[config.mk]
export PLATFORM = sky130hd
export DESIGN_NAME = soc_sram_port_arbiter_flat
export DESIGN_NICKNAME = d
export VERILOG_FILES = /design/src/rtl/soc_sram_port_arbiter_if.sv /design/src/rtl/soc_sram_port_arbiter.sv /design/src/flat_wrapper.sv
export SDC_FILE = /design/constraint.sdc
export NUM_CORES = 1
export LEC_CHECK = 0
export CAP_MARGIN = 5
export CORE_AREA = 2 2 107 109
export DETAILED_ROUTE_END_ITERATION = 10
export DIE_AREA = 0 0 109 111
export HOLD_SLACK_MARGIN = 0.08
export SLEW_MARGIN = 20
export SYNTH_ARGS = -nofsm -noshare
export SYNTH_HDL_FRONTEND = slang
export SYNTH_SLANG_ARGS = --single-unit
[constraint.sdc]
create_clock -name clk -period 4.85 [get_ports clk]
set_input_delay 0.7275 -clock clk [delete_from_list [all_inputs] [get_ports clk]]
set_output_delay 0.7275 -clock clk [all_outputs]
set_load 0.02 [all_outputs]
[src/rtl/soc_sram_port_arbiter_if.sv]
// Bundles both requester ports and the SRAM controller port of the arbiter.
// The slave modport is the arbiter's view; master is the requester/controller side.
interface soc_sram_port_arbiter_if;
  logic        r0_req;
  logic [3:0]  r0_we;
  logic [19:0] r0_addr;
  logic [31:0] r0_wdata;
  logic        r0_lock;
  logic        r0_gnt;
  logic        r0_rvalid;
  logic [31:0] r0_rdata;

  logic        r1_req;
  logic [3:0]  r1_we;
  logic [19:0] r1_addr;
  logic [31:0] r1_wdata;
  logic        r1_lock;
  logic        r1_gnt;
  logic        r1_rvalid;
  logic [31:0] r1_rdata;

  logic        ctrl_ena;
  logic [3:0]  ctrl_wea;
  logic [19:0] ctrl_addra;
  logic [31:0] ctrl_dina;
  logic [31:0] ctrl_douta;
  logic        ctrl_readya;

  modport slave (
    input  r0_req, r0_we, r0_addr, r0_wdata, r0_lock,
    output r0_gnt, r0_rvalid, r0_rdata,
    input  r1_req, r1_we, r1_addr, r1_wdata, r1_lock,
    output r1_gnt, r1_rvalid, r1_rdata,
    output ctrl_ena, ctrl_wea, ctrl_addra, ctrl_dina,
    input  ctrl_douta, ctrl_readya
  );

  modport master (
    output r0_req, r0_we, r0_addr, r0_wdata, r0_lock,
    input  r0_gnt, r0_rvalid, r0_rdata,
    output r1_req, r1_we, r1_addr, r1_wdata, r1_lock,
    input  r1_gnt, r1_rvalid, r1_rdata,
    input  ctrl_ena, ctrl_wea, ctrl_addra, ctrl_dina,
    output ctrl_douta, ctrl_readya
  );
endinterface

[src/rtl/soc_sram_port_arbiter.sv]
// Round-robin arbiter sharing one SRAM controller port between the AXI bridge (r0)
// and the boot/DMA loader (r1), with bounded lock bursts and tagged read return.
module soc_sram_port_arbiter #(
  parameter int unsigned LOCK_MAX = 8
) (
  input logic                    clk,
  input logic                    resetn,
  soc_sram_port_arbiter_if.slave bus
);

  localparam logic [1:0] ARB_IDLE = 2'd0;
  localparam logic [1:0] ARB_OWN0 = 2'd1;
  localparam logic [1:0] ARB_OWN1 = 2'd2;
  localparam logic [7:0] LOCK_LIMIT = 8'(LOCK_MAX);

  logic [1:0] state_q, state_d;
  logic       ptr_q, ptr_d;
  logic [7:0] cnt_q, cnt_d;
  logic       rvalid_q, rvalid_d;
  logic       rtag_q, rtag_d;

  logic       sel;
  logic       sel_req;
  logic       sel_lock;
  logic       other_req;
  logic       accept;
  logic       force_rel;
  logic [3:0] sel_we;
  logic [7:0] cnt_inc;

  // In an owned state only the owner is selectable; an idle owner selects nobody (r0 fields).
  always_comb begin
    sel     = 1'b0;
    sel_req = 1'b0;
    case (state_q)
      ARB_IDLE: begin
        sel_req = bus.r0_req | bus.r1_req;
        sel     = (bus.r0_req & bus.r1_req) ? ptr_q : bus.r1_req;
      end
      ARB_OWN0: begin
        sel_req = bus.r0_req;
      end
      ARB_OWN1: begin
        sel     = bus.r1_req;
        sel_req = bus.r1_req;
      end
      default: ;
    endcase
  end

  assign accept    = sel_req & bus.ctrl_readya & resetn;
  assign sel_we    = sel ? bus.r1_we   : bus.r0_we;
  assign sel_lock  = sel ? bus.r1_lock : bus.r0_lock;
  assign other_req = sel ? bus.r0_req  : bus.r1_req;

  // Beat count including the beat being accepted; release once it reaches the limit with a waiter.
  assign cnt_inc   = (state_q == ARB_IDLE)   ? 8'd1  :
                     (cnt_q >= LOCK_LIMIT)   ? cnt_q : cnt_q + 8'd1;
  assign force_rel = other_req & (cnt_inc >= LOCK_LIMIT);

  always_comb begin
    state_d  = (state_q == 2'd3) ? ARB_IDLE : state_q;
    ptr_d    = ptr_q;
    cnt_d    = cnt_q;
    rvalid_d = 1'b0;
    rtag_d   = rtag_q;
    if (accept) begin
      if (!sel_lock || force_rel) begin
        state_d = ARB_IDLE;
        ptr_d   = ~sel;
        cnt_d   = 8'd0;
      end else begin
        state_d = sel ? ARB_OWN1 : ARB_OWN0;
        cnt_d   = cnt_inc;
      end
      if (sel_we == 4'b0000) begin
        rvalid_d = 1'b1;
        rtag_d   = sel;
      end
    end
  end

  always_ff @(posedge clk) begin
    if (!resetn) begin
      state_q  <= ARB_IDLE;
      ptr_q    <= 1'b0;
      cnt_q    <= 8'd0;
      rvalid_q <= 1'b0;
      rtag_q   <= 1'b0;
    end else begin
      state_q  <= state_d;
      ptr_q    <= ptr_d;
      cnt_q    <= cnt_d;
      rvalid_q <= rvalid_d;
      rtag_q   <= rtag_d;
    end
  end

  assign bus.ctrl_ena   = accept;
  assign bus.ctrl_wea   = sel_we;
  assign bus.ctrl_addra = sel ? bus.r1_addr  : bus.r0_addr;
  assign bus.ctrl_dina  = sel ? bus.r1_wdata : bus.r0_wdata;

  assign bus.r0_gnt    = accept & ~sel;
  assign bus.r1_gnt    = accept & sel;
  assign bus.r0_rvalid = rvalid_q & ~rtag_q & resetn;
  assign bus.r1_rvalid = rvalid_q & rtag_q & resetn;
  assign bus.r0_rdata  = bus.ctrl_douta;
  assign bus.r1_rdata  = bus.ctrl_douta;

endmodule

[src/flat_wrapper.sv]
// flat-port wrapper written by rule: the top's interface ports become plain ports
module soc_sram_port_arbiter_flat 
#(
  parameter int unsigned LOCK_MAX = 8
)
  (clk, resetn, bus_r0_req, bus_r0_we, bus_r0_addr, bus_r0_wdata, bus_r0_lock, bus_r0_gnt, bus_r0_rvalid, bus_r0_rdata, bus_r1_req, bus_r1_we, bus_r1_addr, bus_r1_wdata, bus_r1_lock, bus_r1_gnt, bus_r1_rvalid, bus_r1_rdata, bus_ctrl_ena, bus_ctrl_wea, bus_ctrl_addra, bus_ctrl_dina, bus_ctrl_douta, bus_ctrl_readya);
  soc_sram_port_arbiter_if bus_i ();
  input logic clk;
  input logic resetn;
  input wire logic [$bits(bus_i.r0_req)-1:0] bus_r0_req;
  input wire logic [$bits(bus_i.r0_we)-1:0] bus_r0_we;
  input wire logic [$bits(bus_i.r0_addr)-1:0] bus_r0_addr;
  input wire logic [$bits(bus_i.r0_wdata)-1:0] bus_r0_wdata;
  input wire logic [$bits(bus_i.r0_lock)-1:0] bus_r0_lock;
  output wire logic [$bits(bus_i.r0_gnt)-1:0] bus_r0_gnt;
  output wire logic [$bits(bus_i.r0_rvalid)-1:0] bus_r0_rvalid;
  output wire logic [$bits(bus_i.r0_rdata)-1:0] bus_r0_rdata;
  input wire logic [$bits(bus_i.r1_req)-1:0] bus_r1_req;
  input wire logic [$bits(bus_i.r1_we)-1:0] bus_r1_we;
  input wire logic [$bits(bus_i.r1_addr)-1:0] bus_r1_addr;
  input wire logic [$bits(bus_i.r1_wdata)-1:0] bus_r1_wdata;
  input wire logic [$bits(bus_i.r1_lock)-1:0] bus_r1_lock;
  output wire logic [$bits(bus_i.r1_gnt)-1:0] bus_r1_gnt;
  output wire logic [$bits(bus_i.r1_rvalid)-1:0] bus_r1_rvalid;
  output wire logic [$bits(bus_i.r1_rdata)-1:0] bus_r1_rdata;
  output wire logic [$bits(bus_i.ctrl_ena)-1:0] bus_ctrl_ena;
  output wire logic [$bits(bus_i.ctrl_wea)-1:0] bus_ctrl_wea;
  output wire logic [$bits(bus_i.ctrl_addra)-1:0] bus_ctrl_addra;
  output wire logic [$bits(bus_i.ctrl_dina)-1:0] bus_ctrl_dina;
  input wire logic [$bits(bus_i.ctrl_douta)-1:0] bus_ctrl_douta;
  input wire logic [$bits(bus_i.ctrl_readya)-1:0] bus_ctrl_readya;
  assign bus_i.r0_req = bus_r0_req;
  assign bus_i.r0_we = bus_r0_we;
  assign bus_i.r0_addr = bus_r0_addr;
  assign bus_i.r0_wdata = bus_r0_wdata;
  assign bus_i.r0_lock = bus_r0_lock;
  assign bus_r0_gnt = bus_i.r0_gnt;
  assign bus_r0_rvalid = bus_i.r0_rvalid;
  assign bus_r0_rdata = bus_i.r0_rdata;
  assign bus_i.r1_req = bus_r1_req;
  assign bus_i.r1_we = bus_r1_we;
  assign bus_i.r1_addr = bus_r1_addr;
  assign bus_i.r1_wdata = bus_r1_wdata;
  assign bus_i.r1_lock = bus_r1_lock;
  assign bus_r1_gnt = bus_i.r1_gnt;
  assign bus_r1_rvalid = bus_i.r1_rvalid;
  assign bus_r1_rdata = bus_i.r1_rdata;
  assign bus_ctrl_ena = bus_i.ctrl_ena;
  assign bus_ctrl_wea = bus_i.ctrl_wea;
  assign bus_ctrl_addra = bus_i.ctrl_addra;
  assign bus_ctrl_dina = bus_i.ctrl_dina;
  assign bus_i.ctrl_douta = bus_ctrl_douta;
  assign bus_i.ctrl_readya = bus_ctrl_readya;
  soc_sram_port_arbiter #(.LOCK_MAX(LOCK_MAX)) u_core (.clk(clk), .resetn(resetn), .bus(bus_i));
endmodule
# [Word level (Yosys, flattened, before mapping)]
# Cells that the tools add are included.
[totals] register_bits=13 input_bits=151 out_inout_bits=125 elab_cells=48
[classes] add_sub_neg=1 n_lt_le_gt_ge=2 eq_ne=3 n_mux=16 n_bitwise=13 n_reduce_logical=8
[op_table] cell="32-bit two-way mux" count=1
[op_table] cell="8-bit two-way mux" count=3
[op_table] cell="20-bit two-way mux" count=1
[op_table] cell="8-bit by 4-bit greater-or-equal comparator with 1-bit output (second input constant)" count=2
[op_table] cell="1-bit AND" count=10
[op_table] cell="8-bit by 1-bit adder with 8-bit output (second input constant)" count=1
[op_table] cell="2-bit two-way mux" count=4
[op_table] cell="2-bit AND reduction" count=3
[op_table] cell="2-bit == test (second input constant)" count=2
[op_table] cell="4-bit logical NOT" count=1
[op_table] cell="1-bit two-way mux" count=4
[op_table] cell="4-bit two-way mux" count=1
[op_table] cell="1-bit one-hot mux with 3 select lines" count=1
[op_table] cell="2-bit by 1-bit == test with 1-bit output (second input constant)" count=1
[op_table] cell="2-bit logical NOT" count=1
[op_table] cell="1-bit NOT" count=2
[op_table] cell="1-bit one-hot mux with 2 select lines" count=1
[op_table] cell="2-bit nonzero test" count=1
[op_table] cell="1-bit logical NOT" count=1
[op_table] cell="1-bit logical OR" count=1
[op_table] cell="1-bit bitwise OR" count=1

# [Depth between registers and ports, before layout]
# Gate-level depths: netlist of the first run.
[depth] depth_word=8 depth_mapped=6 mapped_depth_nobuf=5

# [Least setup slack after synthesis of the first run]
# No wires, ideal clock.
[synth_timing] kind="input port to output port" start="input bus_r0_req" end="output bus_ctrl_addra[15]" arrival_ns=1.936 required_ns=4.123 setup_slack_ns=2.187 path_stages=5 path_buffers=2 path_cell_list="nor3b_1 > nor2_1 > buf_2 > buf_2 > mux2_2"
[synth_via] elab_chain_len=4
[synth_lines] element="from (decl)" line="flat_wrapper.sv:10" text="input wire logic [$bits(bus_i.r0_req)-1:0] bus_r0_req;"
[synth_lines] element="1-bit AND" line="soc_sram_port_arbiter.sv:38" text="sel = (bus.r0_req & bus.r1_req) ? ptr_q : bus.r1_req;"
[synth_lines] element="1-bit two-way mux" line="soc_sram_port_arbiter.sv:38"
[synth_lines] element="1-bit one-hot mux with 2 select lines" line="soc_sram_port_arbiter.sv:35" text="case (state_q)"
[synth_lines] element="20-bit two-way mux" line="soc_sram_port_arbiter.sv:101" text="assign bus.ctrl_addra = sel ? bus.r1_addr : bus.r0_addr;"
[synth_lines] element="to (decl)" line="flat_wrapper.sv:28" text="output wire logic [$bits(bus_i.ctrl_addra)-1:0] bus_ctrl_addra;"
# Every way passes these cells.

# [Final worst setup path of the first run]
[layout_timing] start="input bus_r1_req" end="output bus_ctrl_dina[2]"
[layout_via] elab_chain_len=4
[layout_lines] element="from (decl)" line="flat_wrapper.sv:18" text="input wire logic [$bits(bus_i.r1_req)-1:0] bus_r1_req;"
[layout_lines] element="1-bit AND" line="soc_sram_port_arbiter.sv:38"
[layout_lines] element="1-bit two-way mux" line="soc_sram_port_arbiter.sv:38"
[layout_lines] element="1-bit one-hot mux with 2 select lines *" line="soc_sram_port_arbiter.sv:35"
[layout_lines] element="32-bit two-way mux *" line="soc_sram_port_arbiter.sv:102" text="assign bus.ctrl_dina = sel ? bus.r1_wdata : bus.r0_wdata;"
[layout_lines] element="to (decl)" line="flat_wrapper.sv:29" text="output wire logic [$bits(bus_i.ctrl_dina)-1:0] bus_ctrl_dina;"
# Every way passes the cells marked *; elsewhere a longest branch is shown, timed or not.

==> impl_results.md, run 1 <==
* Outcome: complete, no violations
* Cells after synthesis at 215
* Setup_tns at 0 ns
* Crit Path Max Fanout at 26
* Worst Skew at 0.00200 ns
* Nets at just under 500
* Clock Root Buffer: clkbuf_16
* Largest net degree at the start of global routing at 27
* Max-Cap Viols at 0
* Clk_lat worst skew at 0.24 ns
* PortBufs at around 180
* Setup violations, final at 0
* Max_slew headroom at 0.606
* DIE WIDTH at approximately 110 um
* Vias/cell at a little under 4
* Synth Area in Adders at 0.0136
* Fillers at approximately 1100
* DRT Wirelength at 7030 um
* Global-route wire length before repair at roughly 11000 um
* Post-synthesis xor/xnor area fraction at 0
* Clock buffers created by TritonCTS at 3
* Ys async rst share at 0
* Vias at between 1500 and 2000
* Kind of start point of the critical path: input pin
* Multi-input gate area in the final layout at roughly 1100 um^2
* Synth warn at 0
* I/O pins at 276
* H-tree depth at 1
* Complex-gate fraction of the synthesized area at 0.0854
* Leak at approximately 1.3 nW
* Mapped Avg Cell Area at around 8.6 um^2
* Post-CTS Setup Bufs at 0
* WL/cell at ~15 um
* Net Count, Synth at 368
* Antenna violations before repair at 0
* Yosys reg bits at 13
* DRC at 0
* Die height at about 110 um
* Total gr overflow at 0
* Hold buffers post-CTS at 0
* Hold crit path type: flop to flop
* Total global-route track usage at 0.113
* Netlist cell types at 36
* Worst-path clk slew at 0.04 ns
* Post-cts resize count at 0
* Post-layout util at 0.308
* Seq/Total Area, Yosys at 0.141
* Initial Utilization at 0.167
* Final Hold Fails at 0
* Ys flop type: dfxtp_1
* Post-Syn Area at 1850 um^2
* Row count at 39
* Longest Clk Path Bufs at 2
* Die area at roughly 12000 um^2
* Unrepaired setup endpoints after global routing: no
* CP Capture Type: output pin
* Final hold slack at approximately 0.46 ns
* Slew at the pin closest to its max-slew limit at roughly 0.59 ns
* Antenna viol nets, final at 0
* Diode count at 0
* Period utilization at 0.783
* Number of flops mapped to enable cells by yosys at 0
* Fraction of layout cells with a size suffix above 1 at 0.198
* Detailed placer's ending HPWL at 6000 um
* Initial DRC count at 60
* Fmax at about 260 MHz
* Pwr dens at between 150 and 200 nW/um^2
* Register area at approximately 260 um^2
* Area leader, netlist: mux2_2
* Max-slew violations at 0
* Layout overhead on the synthesized area at 84.6%
* Vias in the first global route at about 1900
* Combinational family with the most area after synthesis: multiplexers
* Req. time, crit path at around 4.1 ns
* Maximum VDD drop at 201 uV
* Drt first pass iters at 4
* Post-layout min period at between 3 and 4 ns
* Critical path arrival at between 3 and 4 ns
* Core area at approximately 11000 um^2
* Yosys top cell area share at 0.317
* Critical path class: input pin to output pin
* Synth top area cells: mux2_2 32%, buf_4 26%, dfxtp_1 14%, nand2_1 3.7%, nor2_1 2.0%
* Routability congestion estimate at 0.742
* Multiplexer share of the synthesized area at 0.333
* CTS Sinks at 13
* Simple-gate area share of the yosys netlist at 0.145
* CTS tree: built
[worst max-delay path, stage by stage]
cell and delay, ns:
clkdlybuf4s50_1 0.53, nand2b_1 0.12, nor2_4 0.37, buf_4 0.38
mux2_2 0.39, clkdlybuf4s50_1 0.54
[per-stage QoR]
| step | total power [mW] | std cells | area, um^2 | setup slack (ns) |
|---|---|---|---|---|
| floorplan | 0.346 | 215 | 1850 | 2.19 |
| global route | 0.656 | 472 | 3410 | 0.907 |
| detailed placement | 0.473 | 468 | 3330 | 1.01 |
| global placement | 0.474 | 468 | 3330 | 1.05 |
| CTS | 0.630 | 472 | 3410 | 0.989 |
| finish | 0.622 | 472 | 3410 | 1.05 |
[cell usage after synthesis (all sizes together), types with 3 or more instances]
cell    number
mux2        52
clkbuf       5
o21ai        4
mux2i        3
and2         4
nor3b        3
inv          3
nor2b        4
nand2       18
dfxtp       13
nand3        3
nor2        10
buf         66
[metal layers]
layer | wire length [um] | up-vias | global-route usage
met1 | 3000 | 849 | 0.150
met5 | 0 | - | 0
met4 | 100 | 0 | 0.0197
li1 | - | 909 | -
met3 | 638 | 19 | 0.0412
met2 | 3280 | 97 | 0.175
[worst paths after layout]
kind	from	end	slack, ns	depth (start not counted)
worst max register to register	u_core.state_q[0]	u_core.rtag_q	2.79	6
worst max-delay path	bus_r1_req	bus_ctrl_dina[2]	1.05	6
worst min register to register	u_core.cnt_q[4]	u_core.cnt_q[4]	0.46	1
worst min-delay path	u_core.cnt_q[4]	u_core.cnt_q[4]	0.46	1
[logic make-up after synthesis]
group,after synthesis
simple gates,52
mux,55
buf+inv,74
flops,13
fa+ha+maj,2
compound gates,19
[power by group]
group | internal [mW] | switching [mW]
Sequential | 0.110 | 0.00271
Combinational | 0.214 | 0.144
Clock | 0.110 | 0.0409
[sequential cells by signal (all words and copies together) (netlist names)]
register / count
u_core.cnt_q: 8
u_core.ptr_q: 1
u_core.rtag_q: 1
u_core.rvalid_q: 1
u_core.state_q: 2
[final cells by class]
class                      count  area share
clock buffer                   4      0.0231
inverter                       3     0.00330
multi-input combinational    128       0.315
sequential                    13      0.0763
tap                          143      0.0525
timing repair buffer         181       0.530
[layout by cell type (no fill, tap or decap), types with 3 or more instances in the layout]
cell / synthesis / layout
nor3b_1: 3 / 3
nand3_1: 3 / 3
mux2_2: 52 / 52
nor2b_1: 4 / 4
inv_1: 3 / 3
clkbuf_16: 0 / 3
and2_1: 3 / 3
nor2_1: 10 / 9
mux2i_1: 3 / 3
clkdlybuf4s50_1: 0 / 179
dfxtp_1: 13 / 13
nand2_1: 18 / 18
Power figures use the tool's default switching activity.
==> run 2: changes to the inputs <==
--- a/config.mk
+++ b/config.mk
@@ -6,9 +6,9 @@
 export NUM_CORES = 1
 export LEC_CHECK = 0
 export CAP_MARGIN = 5
-export CORE_AREA = 2 2 107 109
+export CORE_AREA = 2 2 108 110
 export DETAILED_ROUTE_END_ITERATION = 10
-export DIE_AREA = 0 0 109 111
+export DIE_AREA = 0 0 110 112
 export HOLD_SLACK_MARGIN = 0.08
 export SLEW_MARGIN = 20
 export SYNTH_ARGS = -nofsm -noshare
==> constraint.sdc (replaced) <==
create_clock -name clk -period 3.8 [get_ports clk]
set_input_delay 0.57 -clock clk [delete_from_list [all_inputs] [get_ports clk]]
set_output_delay 0.57 -clock clk [all_outputs]
set_load 0.02 [all_outputs]
==> run 2 against run 1 <==
Compared with the run above: first-iteration DRC count shrank 6.7%; total power grew 29%; critical path type unchanged; critical endpoint is now bus_ctrl_dina[7]; hold slack lost 0.0072 ns; sequential power grew 27%; highest routed layer unchanged; sequential share of layout area is essentially flat; final area grew 0.15%; worst setup slack lost 0.50 ns; sequential cell count is the same; largest cell class unchanged.
==> impl_results.md, run 2 (same netlist as run 1, synthesis figures left out) <==
* Outcome: complete, no violations
* Hold buffers post-CTS at 0 (unchanged)
* Fmax at between 300 and 400 MHz
* CP dominant cell by count: clkdlybuf4s50_1
* Ordered list of cells on the worst path: clkdlybuf4s50_1, nor3b_1, nor2_4, buf_12, mux2_2, clkdlybuf4s50_1
* Die area at 12300 um^2 (+1.8%)
* Critical path arrival at 2.68 ns (-0.39 ns)
* Drt first pass iters at 4 (unchanged)
* Number of flip-flops under the largest register name at 8 (unchanged)
* Cell total after placement at 467 (-0.21%)
* Pwr dens at 234 nW/um^2 (+28%)
* Final Hold Fails at 0 (unchanged)
* Largest regs: u_core.cnt_q x8, u_core.state_q x2
* Initial Utilization at 0.165 (-0.00146)
* Diode count at 0 (unchanged)
* Total gr overflow at 0 (unchanged)
* Post-layout util at 0.306 (-0.00224)
* Global-route wire length before repair at 11100 um (+4.2%)
* Setup_tns at 0 ns (unchanged)
* Antenna viol nets, final at 0 (unchanged)
* Met1 usage at 0.142 (-0.00815)
* PortBufs at 179 (unchanged)
* Reg2reg end: u_core.cnt_q[3]
* Hold crit path type: flop to flop
* Unrepaired setup endpoints after global routing: no
* Vias/cell at 3.94 (-0.75%)
* Critical path class: input pin to output pin
* Req. time, crit path at 3.23 ns (-0.89 ns)
* Pre-CTS setup slack at 0.564 ns (-0.446 ns)
* Initial DRC count at 56 (-6.7%)
* DIE WIDTH at 110 um (+0.92%)
* Detailed placer's ending HPWL at 6190 um (+3.3%)
* Clock buffers created by TritonCTS at 3 (unchanged)
* Antenna violations before repair at 0 (unchanged)
* Crit path to: bus_ctrl_dina[7]
* Largest reg by FF count: u_core.cnt_q
* Reg2Reg Launch Point: u_core.cnt_q[7]
* Largest net degree at the start of global routing at 61 (+130%)
* Post-cts resize count at 0 (unchanged)
* Highest-count cells in the layout ignoring fill and taps: 179 x clkdlybuf4s50_1, 52 x mux2_2, 18 x nand2_1
* Grt peak-use layer: met2
* Setup violations, final at 0 (unchanged)
* CP Launch Point: bus_r0_req
* Period utilization at 0.855
* Routability congestion estimate at 0.735 (-0.85%)
* CP Depth at 6 (unchanged)
* Fraction of layout cells with a size suffix above 1 at 0.195 (-0.00245)
* Clock Root Buffer: clkbuf_16
* Met3 usage at 0.0281 (-0.0130)
* Fin cells at 471 (-0.21%)
* CP Capture Type: output pin
* Worst r2r path cells at 5 (-1)
* Max_slew headroom at 0.573 (-0.0327)
* Core area at 11200 um^2 (+0.88%)
* Worst path buffer plus inverter count at 3 (unchanged)
* Vias at 1856 (-0.96%)
* Worst-path clk slew at 0.04 ns (about the same)
* Vias in the first global route at 1981 (+1.9%)
* I/O pins at 276 (unchanged)
* Longest Clk Path Bufs at 2 (unchanged)
* Post-CTS Setup Bufs at 0 (unchanged)
* CTS Sinks at 13 (unchanged)
* Row count at 39 (unchanged)
* Max-slew violations at 0 (unchanged)
* Maximum VDD drop at 130 uV (-35%)
* Reg-to-reg setup timing slack at 2.02 ns (-0.77 ns)
* Max incr delay on CP at 0.63 ns (+0.09 ns)
* Total global-route track usage at 0.116 (+0.00339)
* Max-Cap Viols at 0 (unchanged)
* Crit Path Max Fanout at 60 (+130%)
* CTS tree: built
* Leak at 1.27 nW (-0.11%)
* Slowest cell on crit path: clkdlybuf4s50_1
* Final worst-path setup slack at 0.553 ns (-0.500 ns)
* Kind of start point of the critical path: input pin
* Clk_lat worst skew at 0.24 ns (about the same)
* Fillers at 1185 (+4.5%)
* Post-layout min period at between 3 and 4 ns
* Commonest non-fill, non-tap cell in the layout: clkdlybuf4s50_1
* Nets at 482 (-0.21%)
* Final hold slack at 0.456 ns (-0.00723 ns)
* DRT Wirelength at 7370 um (+4.9%)
* Layout overhead on the synthesized area at 84.9%
* Kind of cell adding the most delay to the critical path: buffers and inverters
* Die height at 112 um (+0.90%)
* WL/cell at 15.7 um (+5.2%)
* DRC at 0 (unchanged)
* Slew at the pin closest to its max-slew limit at 0.636 ns (+0.0487 ns)
* H-tree depth at 1 (unchanged)
* GR Layer Usage met2 at 0.206 (+0.0314)
* Worst Skew at 0.00124 ns (-0.000760 ns)
[run 2: metal layers]
| layer | up-vias | routed length, um |
|---|---|---|
| met5 | - | 0 |
| met4 | 0 | 31 |
| met3 | 5 | 556 |
| met2 | 115 | 3780 |
| met1 | 829 | 3010 |
| li1 | 907 | - |
[run 2: how the worst min path moves through the flow]
stage / start / end / slack (ns) / cells past startpoint
after floorplan: u_core.cnt_q[5] / u_core.cnt_q[5] / 0.43 / 1
after global placement: u_core.cnt_q[5] / u_core.cnt_q[5] / 0.45 / 1
after detailed placement: u_core.cnt_q[5] / u_core.cnt_q[5] / 0.44 / 1
after CTS: u_core.cnt_q[5] / u_core.cnt_q[5] / 0.46 / 1
after global routing: u_core.cnt_q[5] / u_core.cnt_q[5] / 0.48 / 1
final: u_core.cnt_q[5] / u_core.cnt_q[5] / 0.46 / 1
[run 2: cell type report]
class | count | area, um^2 | area share
clock buffers | 4 | 78.8 | 0.0231
inverters | 3 | 11.3 | 0.00330
multi-input cells | 128 | 1070 | 0.314
flip-flops and latches | 13 | 260 | 0.0762
well taps | 143 | 179 | 0.0524
repair buffers | 180 | 1810 | 0.531
[run 2: stage by stage]
stage | instance area (um^2) | power (mW)
after global placement | 3340 | 0.605
after floorplan | 1850 | 0.442
final | 3410 | 0.800
after global routing | 3410 | 0.837
after detailed placement | 3340 | 0.605
after CTS | 3410 | 0.809
[run 2: where the power goes]
part	switching [mW]	internal [mW]
Sequential	0.00361	0.140
Combinational	0.185	0.274
Clock	0.0559	0.141
